<file path="config.mk">
export PLATFORM = sky130hd
export DESIGN_NAME = avalon_burst_slave_interface
export DESIGN_NICKNAME = d
export VERILOG_FILES = /design/src/rtl/avalon_bridge_pkg.sv /design/src/rtl/avs_read_credit_counter.sv /design/src/rtl/avalon_burst_slave_interface.sv
export SDC_FILE = /design/constraint.sdc
export NUM_CORES = 1
export LEC_CHECK = 0
export ABC_AREA = 0
export CAP_MARGIN = 15
export CORE_AREA = 2 2 99 101
export DETAILED_ROUTE_END_ITERATION = 6
export DIE_AREA = 0 0 101 103
export PLACE_DENSITY = 0.71
export SETUP_SLACK_MARGIN = 0.02
export SYNTH_ARGS = -nofsm -noshare
export SYNTH_HDL_FRONTEND = slang
export SYNTH_SLANG_ARGS = --single-unit
</file>
<file path="constraint.sdc">
create_clock -name ACLK -period 8 [get_ports ACLK]
set_clock_uncertainty 0.2 [all_clocks]
set_input_delay 2 -clock ACLK [delete_from_list [all_inputs] [get_ports ACLK]]
set_output_delay 2 -clock ACLK [all_outputs]
set_load 0.005 [all_outputs]
</file>
<file path="src/rtl/avalon_bridge_pkg.sv">
// Shared types and helpers for the Avalon-MM burst slave bridge and its credit counter.
// The write FSM encoding, burstcount normalisation and a constant-safe clog2 are kept here.
package avalon_bridge_pkg;

  typedef enum logic {
    W_IDLE = 1'b0,
    W_DATA = 1'b1
  } w_state_e;

  // Avalon allows burstcount 0 on some fabrics; the bridge treats it as a single beat.
  function automatic int unsigned effective_burst(input int unsigned burstcount);
    return (burstcount == 0) ? 1 : burstcount;
  endfunction

  function automatic int unsigned clog2(input int unsigned value);
    int unsigned r;
    r = 0;
    while ((64'd1 << r) < 64'(value)) begin
      r = r + 1;
    end
    return r;
  endfunction

endpackage

</file>
<file path="src/rtl/avs_read_credit_counter.sv">
// Tracks outstanding read beats and grants a credit only when a whole burst still fits.
// Increment on AR handshake and decrement on each returned beat net out in a single cycle.
module avs_read_credit_counter
  import avalon_bridge_pkg::*;
#(
  parameter int unsigned C_MAX_PENDING_BEATS = 16,
  parameter int unsigned C_LEN_WIDTH         = 4
) (
  input  logic                                    clk,
  input  logic                                    srst,
  input  logic [C_LEN_WIDTH-1:0]                  burst_len,
  input  logic                                    ar_fire,
  input  logic                                    rvalid,
  output logic                                    credit_ok,
  output logic [clog2(C_MAX_PENDING_BEATS+1)-1:0] pending
);

  localparam int unsigned PEND_W = clog2(C_MAX_PENDING_BEATS + 1);
  localparam int unsigned SUM_W  = ((PEND_W > C_LEN_WIDTH) ? PEND_W : C_LEN_WIDTH) + 1;

  logic [PEND_W-1:0] pending_q;
  logic [PEND_W-1:0] pending_d;
  logic [SUM_W-1:0]  demand;

  // One extra bit so pending + burst never wraps before the comparison.
  assign demand    = SUM_W'(pending_q) + SUM_W'(burst_len);
  assign credit_ok = (demand <= SUM_W'(C_MAX_PENDING_BEATS));
  assign pending   = pending_q;

  always_comb begin
    pending_d = pending_q;
    if (ar_fire) begin
      pending_d = pending_d + PEND_W'(burst_len);
    end
    // Beats returning after a reset flushed the count are forwarded upstream but not counted.
    if (rvalid && (pending_q != '0)) begin
      pending_d = pending_d - PEND_W'(1);
    end
  end

  always_ff @(posedge clk) begin
    if (srst) begin
      pending_q <= '0;
    end else begin
      pending_q <= pending_d;
    end
  end

endmodule

</file>
<file path="src/rtl/avalon_burst_slave_interface.sv">
// Avalon-MM burst slave to AW/W/AR/R user-bus bridge with a credit-limited read path.
// Writes take one address cycle then stream beats; reads issue only from idle with no write pending.
module avalon_burst_slave_interface
  import avalon_bridge_pkg::*;
#(
  parameter int unsigned C_AVS_ADDR_WIDTH    = 32,
  parameter int unsigned C_AVS_DATA_WIDTH    = 32,
  parameter int unsigned C_AVS_BURST_WIDTH   = 4,
  parameter int unsigned C_MAX_PENDING_BEATS = 16
) (
  input  logic                            ACLK,
  input  logic                            ARESET,
  output logic [C_AVS_ADDR_WIDTH-1:0]     awaddr,
  output logic [C_AVS_BURST_WIDTH-1:0]    awlen,
  output logic                            awvalid,
  input  logic                            awready,
  output logic [C_AVS_DATA_WIDTH-1:0]     wdata,
  output logic [C_AVS_DATA_WIDTH/8-1:0]   wstrb,
  output logic                            wlast,
  output logic                            wvalid,
  input  logic                            wready,
  output logic [C_AVS_ADDR_WIDTH-1:0]     araddr,
  output logic [C_AVS_BURST_WIDTH-1:0]    arlen,
  output logic                            arvalid,
  input  logic                            arready,
  input  logic [C_AVS_DATA_WIDTH-1:0]     rdata,
  input  logic                            rlast,
  input  logic                            rvalid,
  output logic                            rready,
  input  logic [C_AVS_ADDR_WIDTH-1:0]     avs_address,
  input  logic [C_AVS_BURST_WIDTH-1:0]    avs_burstcount,
  input  logic [C_AVS_DATA_WIDTH/8-1:0]   avs_byteenable,
  input  logic                            avs_read,
  input  logic                            avs_write,
  input  logic [C_AVS_DATA_WIDTH-1:0]     avs_writedata,
  output logic                            avs_waitrequest,
  output logic [C_AVS_DATA_WIDTH-1:0]     avs_readdata,
  output logic                            avs_readdatavalid
);

  localparam int unsigned BW     = C_AVS_BURST_WIDTH;
  localparam int unsigned PEND_W = clog2(C_MAX_PENDING_BEATS + 1);

  w_state_e          state_q;
  w_state_e          state_d;
  logic [BW-1:0]     beats_q;
  logic [BW-1:0]     beats_d;
  logic [BW-1:0]     eff_burst;
  logic              credit_ok;
  logic              ar_fire;
  logic [PEND_W-1:0] pending_beats;
  logic              unused_rlast;

  assign eff_burst    = BW'(effective_burst(32'(avs_burstcount)));
  assign unused_rlast = rlast;

  // Address, length and data are pure pass-throughs; only the valids and stall are state-dependent.
  assign awaddr  = avs_address;
  assign awlen   = eff_burst - BW'(1);
  assign araddr  = avs_address;
  assign arlen   = eff_burst - BW'(1);
  assign wdata   = avs_writedata;
  assign wstrb   = avs_byteenable;
  assign wlast   = (beats_q == BW'(1));
  assign ar_fire = arvalid && arready;

  assign rready            = 1'b1;
  assign avs_readdata      = rdata;
  assign avs_readdatavalid = rvalid;

  always_comb begin
    state_d         = state_q;
    beats_d         = beats_q;
    awvalid         = 1'b0;
    wvalid          = 1'b0;
    arvalid         = 1'b0;
    avs_waitrequest = 1'b1;
    if (!ARESET) begin
      case (state_q)
        W_IDLE: begin
          // Write wins if a master illegally raises read and write together.
          if (avs_write) begin
            awvalid = 1'b1;
            if (awready) begin
              beats_d = eff_burst;
              state_d = W_DATA;
            end
          end else if (avs_read && credit_ok) begin
            arvalid         = 1'b1;
            avs_waitrequest = !arready;
          end
        end
        W_DATA: begin
          wvalid          = avs_write;
          avs_waitrequest = !(avs_write && wready);
          if (avs_write && wready) begin
            beats_d = beats_q - BW'(1);
            if (beats_q == BW'(1)) begin
              state_d = W_IDLE;
            end
          end
        end
        default: state_d = W_IDLE;
      endcase
    end
  end

  always_ff @(posedge ACLK) begin
    if (ARESET) begin
      state_q <= W_IDLE;
      beats_q <= '0;
    end else begin
      state_q <= state_d;
      beats_q <= beats_d;
    end
  end

  avs_read_credit_counter #(
    .C_MAX_PENDING_BEATS(C_MAX_PENDING_BEATS),
    .C_LEN_WIDTH        (BW)
  ) u_credit (
    .clk      (ACLK),
    .srst     (ARESET),
    .burst_len(eff_burst),
    .ar_fire  (ar_fire),
    .rvalid   (rvalid),
    .credit_ok(credit_ok),
    .pending  (pending_beats)
  );

endmodule

</file>
# Word-level counts from Yosys, hierarchy flattened

Index checks and enable logic that the tools add are counted.

Register bits: 10
Bits of input ports: 113
Output and inout port bits: 147

Bitwise logic cells: 1
Equal/unequal tests: 4
Reduce and logical (&&, ||, !) cells: 9
Multiplexer cells: 25
Magnitude comparators: 1
Add/sub/neg operators: 5

Operators by type and width:

| kind                                                                             | number |
|---|---|
| 1-bit two-way mux                                                                | 16 |
| 4-bit two-way mux                                                                | 4 |
| 5-bit two-way mux                                                                | 2 |
| 4-bit case mux with 2 select lines                                               | 1 |
| 4-bit by 1-bit subtractor with 4-bit output, second input constant               | 2 |
| 5-bit by 4-bit adder with 6-bit output                                           | 1 |
| 6-bit by 5-bit less-or-equal comparator with 1-bit output, second input constant | 1 |
| 5-bit by 4-bit adder with 5-bit output                                           | 1 |
| 5-bit nonzero test                                                               | 1 |
| 5-bit by 1-bit subtractor with 5-bit output, second input constant               | 1 |
| 4-bit by 1-bit == test with 1-bit output, second input constant                  | 1 |
| 1-bit logical AND                                                                | 4 |
| 4-bit logical NOT                                                                | 1 |
| 2-bit != test, second input constant                                             | 2 |
| 1-bit case mux with 2 select lines                                               | 2 |
| 3-bit AND reduction                                                              | 1 |
| 1-bit logical NOT                                                                | 2 |
| 2-bit by 1-bit != test with 1-bit output, second input constant                  | 1 |
| 1-bit inverter                                                                   | 1 |

# Longest topological paths before layout

Depth in word-level cells: 13
Mapped depth: 16

# Modules after synthesis

Synthesis repeated with hierarchy kept, for this count alone.

Cells, all modules: 252
Area total of the unflattened synthesis: 1968.1 µm²

By module, submodules not included:

| module                       | sequential area each (µm²) | area each (µm²) | instances | cells each |
|---|---|---|---|---|
| avalon_burst_slave_interface | 100.1                      | 1457.6          | 1         | 195 |
| avs_read_credit_counter      | 100.1                      | 510.5           | 1         | 57 |

# Worst setup path after synthesis

Ideal clock, no wire load.

Path kind: input port to output port
Start: input avs_burstcount[1]
End: output avs_waitrequest
Required time: 5.800 ns
Buffers on the path: 0
Arrival time: 4.049 ns
Path slack: 1.751 ns
Stages: 11
Cell sequence: nor3_1 nor2_1 inv_1 ha_1 inv_1 fa_1 inv_1 o41ai_2 nand2_1 nor4b_4 a21oi_1

Longest elaborated chain between the ends: 9

Ends and longest elaborated chain:

| element                                                     | line                               | RTL |
|---|---|---|
| start: declaration                                          | avalon_burst_slave_interface.sv:31 | `input logic [C_AVS_BURST_WIDTH-1:0] avs_burstcount,` |
| 4-bit logical NOT                                           | avalon_bridge_pkg.sv:12            | `return (burstcount == 0) ? 1 : burstcount;` |
| 4-bit two-way mux *                                         | avalon_bridge_pkg.sv:12            |  |
| 5-bit by 4-bit adder with 6-bit output *                    | avs_read_credit_counter.sv:26      | `assign demand = SUM_W'(pending_q) + SUM_W'(burst_len);` |
| 6-bit by 5-bit less-or-equal comparator with 1-bit output * | avs_read_credit_counter.sv:27      | `assign credit_ok = (demand <= SUM_W'(C_MAX_PENDING_BEATS));` |
| 1-bit logical AND *                                         | avalon_burst_slave_interface.sv:88 | `end else if (avs_read && credit_ok) begin` |
| 1-bit two-way mux *                                         | avalon_burst_slave_interface.sv:88 |  |
| 1-bit two-way mux *                                         | avalon_burst_slave_interface.sv:82 | `if (avs_write) begin` |
| 1-bit case mux with 2 select lines *                        | avalon_burst_slave_interface.sv:79 | `case (state_q)` |
| 1-bit two-way mux *                                         | avalon_burst_slave_interface.sv:78 | `if (!ARESET) begin` |
| end: declaration                                            | avalon_burst_slave_interface.sv:36 | `output logic avs_waitrequest,` |

Every way passes the cells marked *; elsewhere a longest branch is shown, timed or not.

# Final worst setup path

Start: input avs_burstcount[1]
End: output arvalid

Longest elaborated chain between the ends: 9

Ends and longest elaborated chain:

| element                                                     | line                               | RTL |
|---|---|---|
| 4-bit logical NOT                                           | avalon_bridge_pkg.sv:12            |  |
| 4-bit two-way mux *                                         | avalon_bridge_pkg.sv:12            |  |
| 5-bit by 4-bit adder with 6-bit output *                    | avs_read_credit_counter.sv:26      |  |
| 6-bit by 5-bit less-or-equal comparator with 1-bit output * | avs_read_credit_counter.sv:27      |  |
| 1-bit logical AND *                                         | avalon_burst_slave_interface.sv:88 |  |
| 1-bit two-way mux *                                         | avalon_burst_slave_interface.sv:88 |  |
| 1-bit two-way mux *                                         | avalon_burst_slave_interface.sv:82 |  |
| 1-bit two-way mux *                                         | avalon_burst_slave_interface.sv:79 |  |
| 1-bit two-way mux *                                         | avalon_burst_slave_interface.sv:78 |  |
| end: declaration                                            | avalon_burst_slave_interface.sv:24 | `output logic arvalid,` |

Marked as above.

==> out/summary.txt <==
Fraction of the mapped netlist area in adder cells -> 5.91%
Worst Slack Setup Final -> 0.731 ns
Hold Crit Class -> flop to flop
Fill cells -> 1075
Worst-path fanout max -> 4
Hold Path Cell Cnt -> 2
Wire per inst -> 15.4 µm
Final std cells w/o fill -> 271
CTS tree -> done
Dominant synthesized flop cell -> dfxtp_1
Worst Setup EP -> arvalid
Outcome -> finished, final reports clean
Maximum clock rate -> 0.138 GHz
Post-DP HPWL -> 3550 µm
Average size of a mapped cell -> 7.70 µm²
Crit share post-route -> 90.9%
Initial antenna violation count -> 0
R2r setup slk -> 4.08 ns
Final-report hold violation count -> 0
Reg2reg start -> u_credit.pending[0]$_SDFF_PP0_
Post-synthesis simple-gate area fraction -> 13.0%
Asr flop ratio synth -> 0%
Min Tclk post-route -> 7.27 ns
Clock slew seen by the registers of the worst setup and hold paths -> 0.05 ns
CP Data Required Time -> 5.80 ns
Synthesis-stage register bit count -> 10
Max Root-Sink Buffers -> 2
H-tree Lvls -> 1
Hold slack -> 0.301 ns
Final instance area -> 1470 µm²
# hold bufs at CTS -> 0
Number of CTS-inserted buffers -> 3
Area fraction in compound gates after synthesis -> 9.78%
I/O pin cnt -> 260
Post-synthesis mux area share -> 5.11%
Final Max Slew Viols -> 0
Register-to-Register Path Depth -> 14
DR vias/cell -> 4.15
Max_cap viols -> 0
PwrDens -> 251 nW/µm²
Largest net degree at the start of global routing -> 16
Critical Path AT -> 5.07 ns
Residual DRC -> 0
Clk Latency, worst-skew pair -> 0.24 ns
Setup TNS -> 0 ns
Post-CTS Repair Setup Buffers -> 0
Net Count, Synth -> 386
Number of global-route vias before repair -> 1046
Placeable Area -> 9460 µm²
GR Overflow Total -> 0
First-pass GRT wire length -> 5640 µm
Nets -> 280
Post-DP Area -> 1420 µm²
Antenna Cells -> 0
Final setup violation count -> 0
Max-slew headroom -> 65.5%
Synthesized area -> 2030 µm²
Initial Util -> 21.5%
RSZ-0062 raised after global routing -> no
Register area share after synthesis -> 9.85%
Gpl congestion -> 0.785
Type of the worst setup path -> input pin to primary output
Row count -> 36
Worst slew pin tran -> 0.513 ns
1st-iter DRT viols -> 99
Dpl ws -> 0.786 ns
Overall Global Routing Usage -> 7.29%
Clk root buf -> clkbuf_8
Post-synthesis xor/xnor area fraction -> 2.15%
Static Leak -> 0.559 nW
Reg2reg end -> u_credit.pending[4]$_SDFF_PP0_
Placed insts -> 267
Antenna-violating nets left -> 0
DR pass1 iterations -> 4
Clock sink total -> 10
Startpoint types -> input pin
Syn Inst Count -> 264
Power, Total -> 371 µW
CP Launch Point -> avs_burstcount[1]
Crit end category -> primary output
Port Buffer Count -> 25
Max VDD drop -> 0.0578 mV
Die area -> 10400 µm²
Ys Warns -> 0
Area Growth Syn to Fin -> -27.5%
Die width -> 101 µm
Final WL -> 4170 µm
Combinational family with the most area after synthesis -> buffers and inverters
Post-synth EDFFs -> 0
Util after Layout -> 15.6%
Fraction of layout cells with a size suffix above 1 -> 10.2%
Synth unique cells -> 45
Vias -> 1126
Cts repair resizes -> 0
Die height -> 103 µm
## worst max-delay path, cell delays in order
cell	delay, ns
clkdlybuf4s50_1	0.43
nor3_1	0.19
nor2_1	0.07
inv_1	0.06
ha_1	0.18
inv_1	0.06
fa_1	0.41
xnor2_1	0.22
nor3_1	0.27
a31oi_1	0.15
nor4bb_1	0.44
clkdlybuf4s50_1	0.59
## sequential cells by signal, indices dropped and copies added (netlist names)
| register | count |
|---|---|
| state_q | 1 |
| beats_q | 4 |
| u_credit.pending | 5 |
## synth_stat cells, types with 2 or more instances
library cell / count / area, µm²
a21o_1: 2 / 15.0
or4_1: 2 / 15.0
dfxtp_1: 10 / 200
inv_1: 12 / 45.0
and2_1: 3 / 18.8
ha_1: 8 / 100
mux2_2: 2 / 22.5
nor2_1: 11 / 41.3
mux2i_1: 7 / 70.1
o21ai_0: 5 / 25.0
nand2b_1: 3 / 18.8
a211oi_1: 2 / 15.0
nand2_1: 5 / 18.8
clkbuf_1: 3 / 11.3
a31oi_1: 2 / 12.5
a21oi_1: 8 / 40.0
nor2b_1: 7 / 43.8
nand3_1: 2 / 10.0
xnor2_1: 4 / 35.0
nor3_1: 3 / 15.0
buf_4: 138 / 1040
o31a_1: 2 / 17.5
## kinds of logic (layout without fill, tap and decap cells)
family          Yosys count  after routing
flops                    10             10
fa+ha+maj                 9              9
xor+xnor                  5              5
simple gates             45             45
compound gates           30             30
other cells               1              1
mux                      10             10
buf+inv                 154             47
## power by group
| group | switching (mW) | leakage, nW | internal [mW] |
|---|---|---|---|
| sequential | 0.0218 | 0.0822 | 0.0645 |
| clock | 0.0208 | 0.0288 | 0.0433 |
| combinational | 0.113 | 0.448 | 0.107 |
| total | 0.155 | 0.559 | 0.215 |
## final cells by class
cell class | count | area, µm² | area share, %
clock buffer | 4 | 55.1 | 3.74
multi-input combinational | 100 | 736 | 49.9
inverter | 12 | 45.0 | 3.06
tap | 114 | 143 | 9.68
sequential | 10 | 200 | 13.6
timing repair buffer | 31 | 295 | 20.0
## cell usage in the layout, fill, tap and decap left out, drive strengths merged, types with 3 or more instances in the layout
| cell | n |
|---|---|
| nor3 | 3 |
| a21oi | 8 |
| nor2b | 7 |
| inv | 12 |
| dfxtp | 10 |
| o21ai | 6 |
| clkdlybuf4s50 | 25 |
| clkbuf | 4 |
| buf | 6 |
| mux2 | 3 |
| nor2 | 11 |
| and2 | 3 |
| mux2i | 7 |
| xnor2 | 4 |
| nand2 | 5 |
| ha | 8 |
| nand2b | 3 |
## worst min path at each step
stage	from	end	slack, ns
global route	beats_q[3]$_SDFFE_PP0P_	beats_q[3]$_SDFFE_PP0P_	0.33
floorplan	beats_q[3]$_SDFFE_PP0P_	beats_q[3]$_SDFFE_PP0P_	0.27
finish	beats_q[3]$_SDFFE_PP0P_	beats_q[3]$_SDFFE_PP0P_	0.30
global placement	beats_q[3]$_SDFFE_PP0P_	beats_q[3]$_SDFFE_PP0P_	0.28
CTS	beats_q[3]$_SDFFE_PP0P_	beats_q[3]$_SDFFE_PP0P_	0.30
detailed placement	beats_q[3]$_SDFFE_PP0P_	beats_q[3]$_SDFFE_PP0P_	0.30
## routing by layer
layer / global-route usage (%) / part of all wire, %
met5: 0 / 0
met4: 5.82 / 5.5
met3: 4.47 / 16
met2: 12.7 / 50
met1: 5.86 / 29
No activity file was read; power rests on OpenSTA's default activity.
